### src/rtl/fft_pkg.sv
// Shared constants and FSM encoding for the FFT address generator and its
// butterfly_unit integration.
package fft_pkg;

  // Default transform size: N = 2^LOG2N_DEF points.
  localparam int LOG2N_DEF = 4;
  localparam int FFT_N     = 1 << LOG2N_DEF;
  localparam int HALF_N    = FFT_N / 2;

  // Pipeline latencies seen by the write-back path.
  localparam int RD_LAT_DEF   = 1;  // data RAM / twiddle ROM read
  localparam int BFLY_LAT_DEF = 2;  // butterfly_unit: multiplier reg + adder reg

  // Scheduler states.
  typedef enum logic [1:0] {
    ST_IDLE  = 2'd0,
    ST_ISSUE = 2'd1,
    ST_FLUSH = 2'd2,
    ST_DONE  = 2'd3
  } state_e;

endpackage

### src/rtl/fft_addr_gen_if.sv
// Control and RAM-address bundle between the FFT scheduler and its host/RAMs.
interface fft_addr_gen_if #(
  parameter int LOG2N = 4
);
  logic             i_start;
  logic             o_busy;
  logic             o_done;
  logic [3:0]       o_stage;
  logic             o_rd_en;
  logic [LOG2N-1:0] o_rd_addr_a;
  logic [LOG2N-1:0] o_rd_addr_b;
  logic [LOG2N-2:0] o_tw_idx;
  logic             o_wr_en;
  logic [LOG2N-1:0] o_wr_addr_a;
  logic [LOG2N-1:0] o_wr_addr_b;

  // Host side: requests transforms, observes schedule.
  modport master (
    output i_start,
    input  o_busy, o_done, o_stage,
    input  o_rd_en, o_rd_addr_a, o_rd_addr_b, o_tw_idx,
    input  o_wr_en, o_wr_addr_a, o_wr_addr_b
  );

  // Scheduler side.
  modport slave (
    input  i_start,
    output o_busy, o_done, o_stage,
    output o_rd_en, o_rd_addr_a, o_rd_addr_b, o_tw_idx,
    output o_wr_en, o_wr_addr_a, o_wr_addr_b
  );
endinterface

### src/rtl/fft_wb_delay.sv
// Depth-DEPTH shift register that replays {valid, addr_a, addr_b} as the
// write-back request once the read and butterfly pipelines have drained.
module fft_wb_delay #(
  parameter int DEPTH = 3,
  parameter int W     = 9
) (
  input  logic         clk,
  input  logic         rst,
  input  logic [W-1:0] d_in,
  output logic [W-1:0] d_out
);

  // tap[0] is the input; tap[gi+1] is the output of stage gi.
  logic [DEPTH:0][W-1:0] tap;

  assign tap[0] = d_in;

  genvar gi;
  for (gi = 0; gi < DEPTH; gi++) begin : g_stage
    logic [W-1:0] stage_q;

    // One register per cycle of latency; cleared so no stale write survives reset.
    always_ff @(posedge clk or negedge rst) begin
      if (!rst) stage_q <= '0;
      else      stage_q <= tap[gi];
    end

    assign tap[gi+1] = stage_q;
  end

  assign d_out = tap[DEPTH];

endmodule

### src/rtl/fft_addr_gen.sv
// Radix-2 DIT in-place FFT scheduler: one butterfly read per cycle, with the
// matching write-back delayed by RD_LAT + BFLY_LAT.
module fft_addr_gen
  import fft_pkg::*;
#(
  parameter int LOG2N    = LOG2N_DEF,
  parameter int RD_LAT   = RD_LAT_DEF,
  parameter int BFLY_LAT = BFLY_LAT_DEF
) (
  input  logic clk,
  input  logic rst,
  fft_addr_gen_if.slave bus
);

  localparam int L  = RD_LAT + BFLY_LAT;   // read-to-write distance, 1..15
  localparam int KW = LOG2N - 1;
  localparam logic [KW-1:0] K_LAST = '1;   // N/2-1
  localparam logic [3:0]    S_LAST = 4'(LOG2N - 1);
  localparam logic [3:0]    F_LAST = 4'(L - 1);

  state_e          state_q, state_d;
  logic [3:0]      s_q, s_d;
  logic [KW-1:0]   k_q, k_d;
  logic [3:0]      f_q, f_d;

  logic             busy_q, done_q, rd_en_q, rd_en_d;
  logic [3:0]       stage_q;
  logic [LOG2N-1:0] rd_a_q, rd_b_q, addr_a_d, addr_b_d;
  logic [LOG2N-2:0] tw_q, tw_d;
  logic [LOG2N-1:0] k_ext, span, pos, grp;

  // Next-state: walk k across each stage, then drain L cycles before the next stage.
  always_comb begin
    state_d = state_q;
    s_d     = s_q;
    k_d     = k_q;
    f_d     = f_q;
    unique case (state_q)
      ST_IDLE: begin
        if (bus.i_start) begin
          state_d = ST_ISSUE;
          s_d     = '0;
          k_d     = '0;
        end
      end
      ST_ISSUE: begin
        if (k_q == K_LAST) begin
          state_d = ST_FLUSH;
          f_d     = '0;
        end else begin
          k_d = k_q + 1'b1;
        end
      end
      ST_FLUSH: begin
        if (f_q == F_LAST) begin
          if (s_q == S_LAST) begin
            state_d = ST_DONE;
          end else begin
            state_d = ST_ISSUE;
            s_d     = s_q + 4'd1;
            k_d     = '0;
          end
        end else begin
          f_d = f_q + 4'd1;
        end
      end
      ST_DONE: state_d = ST_IDLE;
      default: state_d = ST_IDLE;
    endcase
  end

  // Butterfly addressing for the butterfly about to be issued (k_d in stage s_d).
  always_comb begin
    k_ext    = {1'b0, k_d};
    span     = LOG2N'(1) << s_d;
    pos      = k_ext & (span - 1'b1);
    grp      = k_ext >> s_d;
    rd_en_d  = (state_d == ST_ISSUE);
    addr_a_d = '0;
    addr_b_d = '0;
    tw_d     = '0;
    if (rd_en_d) begin
      addr_a_d = (grp << (s_d + 4'd1)) | pos;
      addr_b_d = addr_a_d | span;
      tw_d     = (LOG2N-1)'(pos << (S_LAST - s_d));
    end
  end

  // FSM state and registered outputs, all derived from the next state.
  always_ff @(posedge clk or negedge rst) begin
    if (!rst) begin
      state_q <= ST_IDLE;
      s_q     <= '0;
      k_q     <= '0;
      f_q     <= '0;
      busy_q  <= 1'b0;
      done_q  <= 1'b0;
      stage_q <= '0;
      rd_en_q <= 1'b0;
      rd_a_q  <= '0;
      rd_b_q  <= '0;
      tw_q    <= '0;
    end else begin
      state_q <= state_d;
      s_q     <= s_d;
      k_q     <= k_d;
      f_q     <= f_d;
      busy_q  <= (state_d != ST_IDLE);
      done_q  <= (state_d == ST_DONE);
      stage_q <= s_d;
      rd_en_q <= rd_en_d;
      rd_a_q  <= addr_a_d;
      rd_b_q  <= addr_b_d;
      tw_q    <= tw_d;
    end
  end

  logic [2*LOG2N:0] wb_out;

  fft_wb_delay #(
    .DEPTH (L),
    .W     (2*LOG2N + 1)
  ) u_wb_delay (
    .clk   (clk),
    .rst   (rst),
    .d_in  ({rd_en_q, rd_a_q, rd_b_q}),
    .d_out (wb_out)
  );

  assign bus.o_busy      = busy_q;
  assign bus.o_done      = done_q;
  assign bus.o_stage     = stage_q;
  assign bus.o_rd_en     = rd_en_q;
  assign bus.o_rd_addr_a = rd_a_q;
  assign bus.o_rd_addr_b = rd_b_q;
  assign bus.o_tw_idx    = tw_q;
  assign bus.o_wr_en     = wb_out[2*LOG2N];
  assign bus.o_wr_addr_a = wb_out[2*LOG2N-1:LOG2N];
  assign bus.o_wr_addr_b = wb_out[LOG2N-1:0];

endmodule
### src/flat_wrapper.sv
// flat-port wrapper written by rule: the top's interface ports become plain ports
module fft_addr_gen_flat import fft_pkg::*;
#(
  parameter int LOG2N    = LOG2N_DEF,
  parameter int RD_LAT   = RD_LAT_DEF,
  parameter int BFLY_LAT = BFLY_LAT_DEF
)
  (clk, rst, bus_i_start, bus_o_busy, bus_o_done, bus_o_stage, bus_o_rd_en, bus_o_rd_addr_a, bus_o_rd_addr_b, bus_o_tw_idx, bus_o_wr_en, bus_o_wr_addr_a, bus_o_wr_addr_b);
  fft_addr_gen_if #(.LOG2N(LOG2N)) bus_i ();
  input  logic clk;
  input  logic rst;
  input wire logic [$bits(bus_i.i_start)-1:0] bus_i_start;
  output wire logic [$bits(bus_i.o_busy)-1:0] bus_o_busy;
  output wire logic [$bits(bus_i.o_done)-1:0] bus_o_done;
  output wire logic [$bits(bus_i.o_stage)-1:0] bus_o_stage;
  output wire logic [$bits(bus_i.o_rd_en)-1:0] bus_o_rd_en;
  output wire logic [$bits(bus_i.o_rd_addr_a)-1:0] bus_o_rd_addr_a;
  output wire logic [$bits(bus_i.o_rd_addr_b)-1:0] bus_o_rd_addr_b;
  output wire logic [$bits(bus_i.o_tw_idx)-1:0] bus_o_tw_idx;
  output wire logic [$bits(bus_i.o_wr_en)-1:0] bus_o_wr_en;
  output wire logic [$bits(bus_i.o_wr_addr_a)-1:0] bus_o_wr_addr_a;
  output wire logic [$bits(bus_i.o_wr_addr_b)-1:0] bus_o_wr_addr_b;
  assign bus_i.i_start = bus_i_start;
  assign bus_o_busy = bus_i.o_busy;
  assign bus_o_done = bus_i.o_done;
  assign bus_o_stage = bus_i.o_stage;
  assign bus_o_rd_en = bus_i.o_rd_en;
  assign bus_o_rd_addr_a = bus_i.o_rd_addr_a;
  assign bus_o_rd_addr_b = bus_i.o_rd_addr_b;
  assign bus_o_tw_idx = bus_i.o_tw_idx;
  assign bus_o_wr_en = bus_i.o_wr_en;
  assign bus_o_wr_addr_a = bus_i.o_wr_addr_a;
  assign bus_o_wr_addr_b = bus_i.o_wr_addr_b;
  fft_addr_gen #(.LOG2N(LOG2N), .RD_LAT(RD_LAT), .BFLY_LAT(BFLY_LAT)) u_core (.clk(clk), .rst(rst), .bus(bus_i));
endmodule
### config.mk
export PLATFORM = sky130hd
export DESIGN_NAME = fft_addr_gen_flat
export DESIGN_NICKNAME = d
export VERILOG_FILES = /design/src/rtl/fft_pkg.sv /design/src/rtl/fft_addr_gen_if.sv /design/src/rtl/fft_wb_delay.sv /design/src/rtl/fft_addr_gen.sv /design/src/flat_wrapper.sv
export SDC_FILE = /design/constraint.sdc
export NUM_CORES = 1
export LEC_CHECK = 0
export ABC_AREA = 1
export CORE_ASPECT_RATIO = 1.5
export CORE_MARGIN = 2
export CORE_UTILIZATION = 58
export DETAILED_ROUTE_END_ITERATION = 7
export PLACE_DENSITY_LB_ADDON = 0.12
export SETUP_SLACK_MARGIN = 0.5
export SKIP_CTS_REPAIR_TIMING = 1
export SYNTH_ARGS = -nofsm -noshare
export SYNTH_HDL_FRONTEND = slang
export SYNTH_SLANG_ARGS = --single-unit
### constraint.sdc
create_clock -name clk -period 4.5 [get_ports clk]
set_input_delay 0.9 -clock clk [delete_from_list [all_inputs] [get_ports clk]]
set_output_delay 0.9 -clock clk [all_outputs]
set_load 0.005 [all_outputs]
==> impl_metrics.tcl <==
set metrics [dict create \
    grt_pass1_vias 1522 \
    hold_path_startpoint "u_core.u_wb_delay.g_stage[0].stage_q[5]" \
    r2r_cells 13 \
    htree_levels 2 \
    min_path_type "flop to flop" \
    start_util_pct 59.49 \
    clockRootBuffer "clkbuf_8" \
    finalSetupViolations 0 \
    synth_fp_nets 244 \
    die_w_um 55.57 \
    placed_cells 306 \
    tightest_slew_ps 647.0 \
    dpl.hpwl_um 2991 \
    antenna_found_initial 0 \
    synth_flop_cell "dfrtp_1" \
    yosysSeqAreaShare_pct 58.41 \
    ys_seq_elements 54 \
    r2r_slack_ps 1810 \
    grt_use_total_pct 19.08 \
    period_share_pct 61.98 \
    endpoint_kind "flop" \
    tritoncts "built" \
    cts_inserted_buffers 5 \
    synthCells 231 \
    grt_pass1_wl_um 6624 \
    cts.path.max_buffers 2 \
    wire_per_inst_um 12.31 \
    hold_path_end "u_core.u_wb_delay.g_stage[1].stage_q[5]" \
    worstSetupPathType "input port to flop" \
    cp.required_ps 4710 \
    die-height_um 81.35 \
    slew_violations 0 \
    fin_crit_ps 2789 \
    syn_area_um2 2313 \
    synth.avg_cell_area_um2 10.02 \
    port-buffer-count 29 \
    dr.pass1.iters 5 \
    place_congestion 0.9229 \
    crit_arrival_ps 3000 \
    grt_overflow_total 0 \
    final_cell_count_no_fill 314 \
    tns_ps 0 \
    vias 1604 \
    clock.fmax_mhz 358.5 \
    drtAntennaViolNets 0 \
    routed_wirelength_um 3864 \
    clk_latency_ps 310 \
    async_flop_share_pct 100.0 \
    power.leakage_nw 1.373 \
    drv_cap 0 \
    hold_depth 0 \
    drc 0 \
    reg2reg_from "u_core.state_q[0]" \
    viasPerCell 5.108 \
    finalHoldViolCount 0 \
    yosysWarnings 0 \
    diodes 0 \
    nets 281 \
    critPathLaunchType "input port" \
    rows 28 \
    coreArea_um2 3889 \
    status "completed" \
    first_iter_violations 30 \
    grt_max_degree 55 \
    r2r_end "u_core.bus.o_tw_idx[1]" \
    clock-sinks 54 \
    slew_headroom_pct 56.87 \
    skew_ps 7.048 \
    vdd_drop_max_mv 0.3430 \
    path_clk_slew_ps 100 \
    crit_fanout 8 \
    p_per_area_nw_per_um2 504.8 \
    synth_edf_count 0 \
    rsz0062_at_grt "false" \
    layout-drive-gt1-share_pct 12.64 \
    die_area_um2 4520 \
    synth_cell_types 30 \
    io_pins 30 \
    syn2layout_area_growth_pct 19.31 \
]
-- synthesized netlist by cell type (2+ instances only) --
library cell	count	share of area (%)
nand2_1	53	8.6
a21oi_4	2	1.4
nand3_2	3	1.3
ha_1	10	5.4
nand4_1	5	1.4
nand2_4	3	1.5
inv_4	2	0.54
o21ai_1	5	1.1
xor2_1	3	1.1
dfrtp_1	54	58
nor2_2	4	1.1
nand3_1	10	2.2
inv_2	2	0.32
a31oi_1	2	0.54
nor2_1	20	3.2
a22oi_1	2	0.65
nor2_4	2	0.97
nand2_2	3	0.81
a21oi_1	6	1.3
o21ai_0	5	1.1
inv_1	26	4.2
-- final cells by class --
type	instances	area [um^2]
fillers	318	1129
multi-input cells	147	844.6
well taps	45	56.30
repair buffers	30	292.8
clock buffers	5	68.82
inverters	30	117.6
clock inverters	3	28.78
flip-flops and latches	54	1351
-- cell usage in the layout (no fill, tap or decap), types with 2 or more instances in the layout --
cell type and count:
nand2_1 53, nand2_4 3, clkbuf_8 5, xor2_1 3
nand4_1 5, a31oi_1 2, a22oi_1 2, a21oi_4 2
nand3_1 10, inv_2 2, dfrtp_1 54, a21oi_1 6
nor2_1 20, clkinv_4 2, nand2_2 3, inv_4 2
clkdlybuf4s50_1 28, nor2_2 4, nor2_4 2, nand3_2 3
o21ai_0 5, o21ai_1 5, ha_1 10, inv_1 26
-- stage by stage --
step	utilization, %	cell area, um^2	hold slack, ps	total power [mW]	setup slack (ps)
floorplan	-	2313	331.2	0.9325	2074
global placement	68.47	2663	332.1	1.121	1468
detailed placement	68.47	2663	334.7	1.137	1406
CTS	70.98	2760	351.5	1.409	1729
global route	70.98	2760	364.7	1.500	1564
finish	70.98	2760	347.2	1.393	1711
-- kinds of logic (layout without fill, tap and decap cells) --
family          after synthesis  count (layout)  synth area share (%)
compound gates               28              28                 8.221
fa+ha+maj                    10              10                 5.408
simple gates                106             106                 21.74
xor+xnor                      3               3                 1.136
buf+inv                      30              68                 5.084
flops                        54              54                 58.41
-- worst max-delay path, cell delays in order --
cell and delay (ps):
clkdlybuf4s50_1 470, nor2_2 80, a21oi_4 180, nor2_2 70, a21oi_4 250, inv_4 80, nor2_4 110, nand2_1 110
ha_1 300, nor2_1 160, o21ai_1 80, a211oi_1 210
-- flip-flops by register name (all words and copies together) (netlist names) --
| name | cells |
|---|---|
| u_core.bus.o_tw_idx | 3 |
| u_core.k_q | 3 |
| u_core.u_wb_delay.d_out | 9 |
| u_core.bus.o_done | 1 |
| u_core.bus.o_rd_addr_a | 4 |
| u_core.f_q | 4 |
| u_core.u_wb_delay.g_stage.stage_q | 18 |
| u_core.state_q | 2 |
| u_core.bus.o_rd_en | 1 |
| u_core.bus.o_busy | 1 |
| u_core.s_q | 4 |
| u_core.bus.o_rd_addr_b | 4 |
-- power breakdown --
part           internal (mW)  switching, mW
Clock                  0.115          0.157
Sequential             0.611         0.0495
Combinational          0.200          0.262
Total                  0.926          0.468
-- metal layers --
| metal | global-route usage [%] | wire length [um] | share of wire, % |
|---|---|---|---|
| met1 | 22.21 | 1575 | 41 |
| met3 | 4.140 | 147 | 3.8 |
| met2 | 34.52 | 2070 | 54 |
| met4 | 7.073 | 70 | 1.8 |
| met5 | 0 | 0 | 0 |
-- worst max-delay path by stage --
stage / startpoint / endpoint / slack (ps)
after global placement: bus_i_start / u_core.bus.o_tw_idx[1] / 1470
final: bus_i_start / u_core.bus.o_tw_idx[1] / 1710
after floorplan: bus_i_start / u_core.bus.o_tw_idx[1] / 2070
after global routing: bus_i_start / u_core.bus.o_tw_idx[2] / 1560
after detailed placement: bus_i_start / u_core.bus.o_tw_idx[1] / 1410
after CTS: bus_i_start / u_core.bus.o_tw_idx[1] / 1730
No activity file was read; power rests on OpenSTA's default activity.
